`src/rtl/pipe_stage_buffer.sv`:
```
// Elastic inter-stage pipeline register: DEPTH-entry circular buffer with
// valid/ready on both sides, synchronous flush and an overflow-attempt pulse.
module pipe_stage_buffer #(
    parameter int unsigned DATA_WIDTH = 64,
    parameter int unsigned DEPTH      = 2,
    parameter int unsigned CNT_WIDTH  = $clog2(DEPTH + 1)
) (
    input  logic                  clock_in,
    input  logic                  reset_in,
    input  logic                  in_valid_in,
    input  logic [DATA_WIDTH-1:0] in_data_in,
    output logic                  in_ready_out,
    output logic                  out_valid_out,
    output logic [DATA_WIDTH-1:0] out_data_out,
    input  logic                  out_ready_in,
    input  logic                  flush_in,
    output logic [CNT_WIDTH-1:0]  count_out,
    output logic                  drop_out
);

    localparam int unsigned PTR_WIDTH = (DEPTH > 1) ? $clog2(DEPTH) : 1;
    localparam logic [PTR_WIDTH-1:0] LAST_PTR = PTR_WIDTH'(DEPTH - 1);

    logic [DATA_WIDTH-1:0] r_mem [DEPTH];
    logic [PTR_WIDTH-1:0]  r_rd_ptr;
    logic [PTR_WIDTH-1:0]  r_wr_ptr;
    logic [CNT_WIDTH-1:0]  r_count;
    logic                  r_drop;

    logic w_full;
    logic w_empty;
    logic w_push;
    logic w_pop;

    // Explicit wrap so non-power-of-two depths cycle correctly.
    function automatic logic [PTR_WIDTH-1:0] ptr_next(input logic [PTR_WIDTH-1:0] p);
        return (p == LAST_PTR) ? '0 : p + PTR_WIDTH'(1);
    endfunction

    // Flags come from registered occupancy only; no out_ready -> in_ready path.
    assign w_full  = (r_count == CNT_WIDTH'(DEPTH));
    assign w_empty = (r_count == '0);
    assign w_push  = in_valid_in & ~w_full;
    assign w_pop   = ~w_empty & out_ready_in;

    assign in_ready_out  = ~w_full;
    assign out_valid_out = ~w_empty;
    assign out_data_out  = w_empty ? '0 : r_mem[r_rd_ptr];
    assign count_out     = r_count;
    assign drop_out      = r_drop;

    always_ff @(posedge clock_in or posedge reset_in) begin
        if (reset_in) begin
            r_rd_ptr <= '0;
            r_wr_ptr <= '0;
            r_count  <= '0;
            r_drop   <= 1'b0;
            for (int i = 0; i < int'(DEPTH); i++) begin
                r_mem[i] <= '0;
            end
        end else begin
            r_drop <= in_valid_in & w_full & ~flush_in;
            if (flush_in) begin
                // Squash wins over any same-cycle push or pop; storage is left stale.
                r_rd_ptr <= '0;
                r_wr_ptr <= '0;
                r_count  <= '0;
            end else begin
                if (w_push) begin
                    r_mem[r_wr_ptr] <= in_data_in;
                    r_wr_ptr        <= ptr_next(r_wr_ptr);
                end
                if (w_pop) begin
                    r_rd_ptr <= ptr_next(r_rd_ptr);
                end
                case ({w_push, w_pop})
                    2'b10:   r_count <= r_count + CNT_WIDTH'(1);
                    2'b01:   r_count <= r_count - CNT_WIDTH'(1);
                    default: r_count <= r_count;
                endcase
            end
        end
    end

endmodule

```
`config.mk`:
```
export PLATFORM = sky130hd
export DESIGN_NAME = pipe_stage_buffer
export DESIGN_NICKNAME = d
export VERILOG_FILES = /design/src/rtl/pipe_stage_buffer.sv
export SDC_FILE = /design/constraint.sdc
export NUM_CORES = 1
export LEC_CHECK = 0
export CORE_ASPECT_RATIO = 1.75
export CORE_UTILIZATION = 40
export CTS_CLUSTER_DIAMETER = 60
export CTS_CLUSTER_SIZE = 25
export DETAILED_ROUTE_END_ITERATION = 6
export GPL_ROUTABILITY_DRIVEN = 0
export GPL_TIMING_DRIVEN = 0
export PLACE_DENSITY = 0.71
export SLEW_MARGIN = 20
export SYNTH_ARGS = -nofsm -noshare
export SYNTH_HDL_FRONTEND = slang
export SYNTH_SLANG_ARGS = --single-unit
export TNS_END_PERCENT = 50
```
`constraint.sdc`:
```
create_clock -name clock_in -period 5.2 [get_ports clock_in]
set_input_delay 0.52 -clock clock_in [delete_from_list [all_inputs] [get_ports clock_in]]
set_output_delay 0.52 -clock clock_in [all_outputs]
set_load 0.01 [all_outputs]
```
### Yosys cells after proc, flatten, opt, wreduce, memory -nomap -nowiden

Cells that the tools add are included.

* flip-flop bits (word level): 133
* bits of input ports: 69
* output and inout port bits: 69
* logic and storage cells: 46

* add/sub/neg operators: 4
* order comparisons: 3
* eq/ne operators: 3
* multiplexer cells: 15
* bitwise logic cells: 9
* reduce and logical (&&, ||, !) cells: 6

Operator list (number)
* $mux W64: 5
* $bwmux W128: 1
* $demux W64 S1: 1
* $mux W1: 6
* $and A1 B1 Y1: 4
* $eq A2 B2 Y1 const B: 2
* $ge A2 B2 Y1 const B: 2
* $not A1 Y2: 2
* $pmux W2 S2: 1
* $reduce_bool A2 Y1: 2
* $not A1 Y1: 3
* $reduce_bool A3 Y1: 1
* $add A1 B1 Y1 const B: 2
* $add A2 B1 Y2 const B: 1
* $eq A2 B1 Y1 const B: 1
* $logic_not A2 Y1: 1
* $lt A2 B1 Y1 const B: 1
* $mux W2: 1
* $reduce_and A2 Y1: 1
* $sub A2 B1 Y2 const B: 1
* $logic_and A1 B1 Y1: 1

### Logic depth before layout (Yosys ltp)

* depth in word-level cells: 6
* mapped depth: 5
* depth with buffers taken out: 4

### Worst setup path after synthesis

Ideal clock, no wire load.

* path kind: reg2out
* from: register r_count[0], in the netlist count_out[0]
* to: output port out_data_out[10]
* arrival: 1.290 ns
* data required time: 4.680 ns
* setup slack: 3.390 ns
* stages on the path, launching flop included: 5
* path buffers: 2
* path through: dfrtp_1 nor2_1 clkbuf_1 buf_1 nor2_1

* longest elaborated chain between the ends: 2

Ends and longest elaborated chain
* start, declared: RTL line 27 `logic [CNT_WIDTH-1:0] r_count;`
* start signal, assigned: RTL line 77 `2'b10: r_count <= r_count + CNT_WIDTH'(1);`
* start signal, assigned: RTL line 78 `2'b01: r_count <= r_count - CNT_WIDTH'(1);`
* start signal, assigned: RTL line 79 `default: r_count <= r_count;`
* $logic_not A2 Y1: RTL line 42 `assign w_empty = (r_count == '0);`
* $mux W64: RTL line 48 `assign out_data_out = w_empty ? '0 : r_mem[r_rd_ptr];`
* end, declared: RTL line 14 `output logic [DATA_WIDTH-1:0] out_data_out,`

No other way between the ends.

### Worst setup path in the final report

* from: register r_count[0], in the netlist count_out[0]
* to: output port out_data_out[60]

Same word-level chain as after synthesis.

==> flow_summary.json <==
{
  "hp-start": "r_mem[72]",
  "timing.rr.end": "r_mem[91]",
  "yosysTopAreaCellShare": 0.532,
  "coreArea_um2": 15300,
  "post_cts_buffers": 0,
  "leakagePower_nw": 3.74,
  "wl_um": 14000,
  "cp_max_fo": 10,
  "syn2layout_area_growth_pct": 36.5,
  "portBuffers": 137,
  "cp-startpoint": "count_out[0]",
  "final_net_count": 667,
  "nFillCells": 1308,
  "status": "complete, no violations",
  "rr_worst_depth": 4,
  "vdd_drop_max_mv": 0.195,
  "seqPwrFrac": 0.403,
  "clock-sinks": 133,
  "insertion_delay_ns": 0.41,
  "syn-num-nets": 510,
  "grt_overflow_total": 0,
  "whs_ns": 0.483,
  "syn_area_per_cell_um2": 14.2,
  "drive_above_1_share": 0.270,
  "clock_path_buffers": 2,
  "post-dp-hpwl_um": 9910,
  "syn_area_um2": 6260,
  "p_per_area_nw_per_um2": 414,
  "cts_made_buffers": 17,
  "final_max_slew_viol_count": 0,
  "rsz0062_at_grt": "no",
  "grt_max_degree": 96,
  "clkTransAtPathRegs_ns": 0.06,
  "p_sw_frac": 0.248,
  "cts-root-buf": "clkbuf_16",
  "async_flop_share": 1.00,
  "start_kind": "register",
  "grt_usage": 0.184,
  "slew_headroom": 0.511,
  "regToRegSetupSlack_ns": 3.22,
  "end_kind": "output port",
  "synth_cells": 441,
  "start_util": 0.409,
  "intPower_mw": 2.66,
  "worst_ep_required_time_ns": 4.68,
  "die-area_um2": 16200,
  "worstSetupPathType": "register to output port",
  "p_switching_mw": 0.877,
  "synth_area_leaders": "dfrtp_1, mux2_4, mux2i_1",
  "cts_hold_buf": 0,
  "yosysTopAreaCell": "dfrtp_1",
  "fin_ws_ns": 2.02,
  "diodes": 0,
  "ios": 138,
  "wl_per_cell_um": 17.5,
  "tritoncts": "built",
  "num_vias": 4020,
  "ys_types": 25,
  "r2r-start": "count_out[1]",
  "period_share": 0.612,
  "tightestPinTransition_ns": 0.734,
  "synth.top_cells.by_count": "dfrtp_1, nor2_1, mux2i_1",
  "die_y_um": 167,
  "first_pass_iters": 6,
  "antenna_found_initial": 0,
  "route.antenna.remaining_nets": 0,
  "grt_pass1_wl_um": 22500,
  "fin_skew_ns": 0.00756,
  "setup_viol": 0,
  "synth_ff_type": "dfrtp_1",
  "min_path_cells": 1,
  "cap_viol_max_count": 0,
  "hold_violations": 0,
  "synthMostInstantiatedCell": "dfrtp_1",
  "yosys_warnings": 0,
  "die_x_um": 96.6,
  "synth_edf_count": 0,
  "row_count": 60,
  "cts_max_level": 4,
  "grt_pass1_vias": 4463,
  "drc": 0,
  "fmax_mhz": 314,
  "hold_path_class": "register to register",
  "post_cts_resized": 0,
  "whs_endpoint": "r_mem[72]",
  "synth_seq_cells": 133,
  "p_clk_frac": 0.371,
  "first_iter_violations": 102,
  "p_comb_frac": 0.226,
  "synth_seq_area_share": 0.532,
  "power.total_mw": 3.54,
  "viasPerCell": 5.04,
  "min_period_ns": 3.18,
  "crit_arrival_ns": 2.66,
  "post-place-ws_ns": 2.35
}
-- placed cells by master (no fill, tap or decap), types with 3 or more instances in the layout --
cell	n
buf_2	11
buf_12	6
a21oi_1	4
mux2_4	60
clkinv_2	3
mux2_2	51
nor2_1	67
bufinv_16	5
dfrtp_1	133
clkbuf_16	17
mux2_1	17
clkbuf_1	9
clkdlybuf4s50_1	137
inv_1	3
mux2i_1	65
-- layer usage --
layer,vias up,share of wire,GRT usage
met2,93,0.56,0.332
li1,1844,-,-
met5,-,0,0
met4,0,0.023,0.0748
met1,2065,0.39,0.205
met3,18,0.033,0.0350
-- cell families (layout without fill, tap and decap cells) --
group	count (synthesis)	count (layout)	synth area share
flip-flops	133	133	0.532
XOR/XNOR	1	1	0.00140
AND/OR/NAND/NOR	75	75	0.0520
AO/OA/AOI/OAI	8	8	0.00720
multiplexers	193	193	0.370
buffers and inverters	31	201	0.0376
-- power groups by stage --
stage / combinational (mW) / clock (mW) / sequential (mW)
after floorplan: 0.535 / 0 / 1.40
after global placement: 0.785 / 0 / 1.42
after detailed placement: 0.811 / 0 / 1.44
after CTS: 0.816 / 1.34 / 1.43
after global routing: 0.867 / 1.38 / 1.46
final: 0.802 / 1.31 / 1.43
-- worst max-delay path by stage --
stage                                   to  slack (ns)  depth (start not counted)
after floorplan               count_out[0]        1.13                          1
after global placement           r_mem[68]       -0.57                          2
after detailed placement  out_data_out[60]        2.35                          5
after CTS                 out_data_out[60]        1.91                          5
after global routing      out_data_out[40]        1.84                          5
final                     out_data_out[60]        2.02                          5
-- worst max-delay path, stage by stage, from the launching register on --
cell and delay, ns:
dfrtp_1 0.47, nor2_1 0.19, clkbuf_1 0.47, clkbuf_1 0.47, nor2_1 0.15, clkdlybuf4s50_1 0.51
-- per-stage QoR --
stage          instance area, um^2  TNS, ns   util  cells
4_1_cts                       8550        0  0.558    797
6_report                      8550        0  0.558    797
3_5_place_dp                  7900        0  0.516    765
2_1_floorplan                 6260        0      -    441
3_3_place_gp                  7860   -74.49  0.513    764
5_1_grt                       8550        0  0.558    797
-- registers in the layout, summed over array words and instances, names as in the netlist --
register   cells
r_mem        128
count_out      2
drop_out       1
r_rd_ptr       1
r_wr_ptr       1
-- final cells by class --
cell class,instances,area [um^2],share of cell area
plain buffers,27,220,0.0258
clock buffers,20,447,0.0523
clock inverters,12,200,0.0234
inverters,4,22.5,0.00264
multi-input cells,277,2700,0.316
flip-flops and latches,133,3330,0.389
well taps,186,233,0.0272
repair buffers,138,1400,0.164
(Power assumes the default switching activity.)
==> RTL change, RTL diff (same settings) <==
Register the output `count_out` once more, cleared by the reset; this adds one clock of latency there. The other outputs are not delayed to match.
--- a/src/rtl/pipe_stage_buffer.sv
+++ b/src/rtl/pipe_stage_buffer.sv
@@ -46,7 +46,13 @@
     assign in_ready_out  = ~w_full;
     assign out_valid_out = ~w_empty;
     assign out_data_out  = w_empty ? '0 : r_mem[r_rd_ptr];
-    assign count_out     = r_count;
+    always_ff @(posedge clock_in or posedge reset_in) begin
+        if (reset_in) begin
+            count_out <= '0;
+        end else begin
+            count_out <= r_count;
+        end
+    end
     assign drop_out      = r_drop;
 
     always_ff @(posedge clock_in or posedge reset_in) begin
Function: changed (a bounded check fails within 4 cycles, from zero or initial values and one cycle with reset_in high).
==> RTL change against the unedited design <==
Sequential cell count up 2. Hold slack better by 0.00094 ns. Total power down 1.6%. Cell area up 0.22%. Die area up 0.79%. Count of clock-buffer cells in the layout up 1. Combinational power about the same. First-iteration DRC count down 8.8%. Non-clock buffer count unchanged. Sequential share of layout area up 0.50 points. Synthesized area up 0.80%. Worst setup slack worse by 0.072 ns. Wire length down 0.84%. Critical path type unchanged. Largest power group unchanged.
==> RTL change: results (changes against the unedited design) <==
[power]
power.leakage_nw = 3.744  ; was 3.740 nW
sw_frac_of_total_pct = 25.16  ; was 24.77%
peakVddDrop_mv = 0.1977  ; was 0.1953 mV

[sta]
finalClockSkew_ns = 0.01019  ; was 0.007562 ns
maxSlewHeadroom_pct = 47.55  ; was 51.10%

[logic_synthesis]
yosys-top-cells-count = dfrtp_1, nor2_1, mux2i_1, mux2_4, mux2_2  ; unchanged
synth_xor_area_share_pct = 0.1388  ; was 0.1399%
syn-mean-instance-area_um2 = 14.24  ; was 14.19 um2
syn_nets = 512  ; was 510
ys_seq_area_share_pct = 53.54  ; was 53.17%
yosys-top-cells-area = dfrtp_1, mux2_4, mux2i_1  ; unchanged

[place]
dp_cells = 767  ; was 765
hpwl_mm = 9.570  ; was 9.909 mm
dpl_cell_area_mm2 = 0.007949  ; was 0.007899 mm2
post-place-ws_ns = 2.333  ; was 2.354 ns

[cells_and_area]
finalCoreUtilization_pct = 55.65  ; was 55.80%
final_nets = 669  ; was 667
layout.filler_cells = 1303  ; was 1308
drive_gt1_share_pct = 26.96  ; was 27.00%

[global_routing]
grt_start_max_net_pins = 73  ; was 96
grt_pass1_vias = 4363  ; was 4463
grt_usage_pct = 17.64  ; was 18.38%

[drt]
num_vias = 3979  ; was 4020
drtIter0Drc = 93  ; was 102
wirelength_mm = 13.86  ; was 13.98 mm

[critical_path]
cp.arrival_ns = 2.74  ; was 2.66 ns

[run_status]
run_status = finished clean  ; unchanged

-- RTL change: layout make-up --
class / count / share of cell area (%)
clock inverter: 10 / 1.695
buffer: 27 / 2.571
clock buffer: 21 / 5.493
tap: 186 / 2.717
inverter: 4 / 0.2630
sequential: 135 / 39.44
multi-input combinational: 277 / 31.48
timing repair buffer: 138 / 16.33
-- RTL change: power by group through the flow --
stage / Combinational, W / Sequential, W / Clock (W)
after detailed placement: 0.000807 / 0.00145 / 0
after CTS: 0.000812 / 0.00144 / 0.00128
final: 0.000800 / 0.00144 / 0.00124
after global routing: 0.000864 / 0.00147 / 0.00133
after global placement: 0.000785 / 0.00144 / 0
after floorplan: 0.000535 / 0.00141 / 0
-- RTL change: worst paths after layout --
check,start,endpoint,slack [ns],depth (start not counted)
worst max-delay path,r_count[0],out_data_out[11],1.94,5
worst min-delay path,r_mem[116],r_mem[116],0.48,1
worst max register to register,r_count[1],r_mem[88],3.16,4
worst min register to register,r_mem[116],r_mem[116],0.48,1
max in group asynchronous,reset_in,r_mem[49],3.95,3
min in group asynchronous,reset_in,r_mem[35],0.54,2
-- RTL change: worst max-delay path, cell delays in order (launching register included) --
cell	delay, ns
dfrtp_1	0.46
nor2_1	0.17
clkbuf_1	0.57
clkbuf_1	0.46
nor2_1	0.15
clkdlybuf4s50_1	0.52
-- RTL change: metal layers --
layer / vias to the layer above / GRT usage [%] / routed length [um]
met3: 18 / 4.359 / 532
li1: 1841 / - / -
met1: 2021 / 20.38 / 5657
met5: - / 0 / 0
met4: 0 / 7.657 / 320
met2: 99 / 30.80 / 7348
-- RTL change: cell families after synthesis --
group / count (synthesis)
compound gates: 8
flops: 135
mux: 193
xor+xnor: 1
buf+inv: 31
simple gates: 75
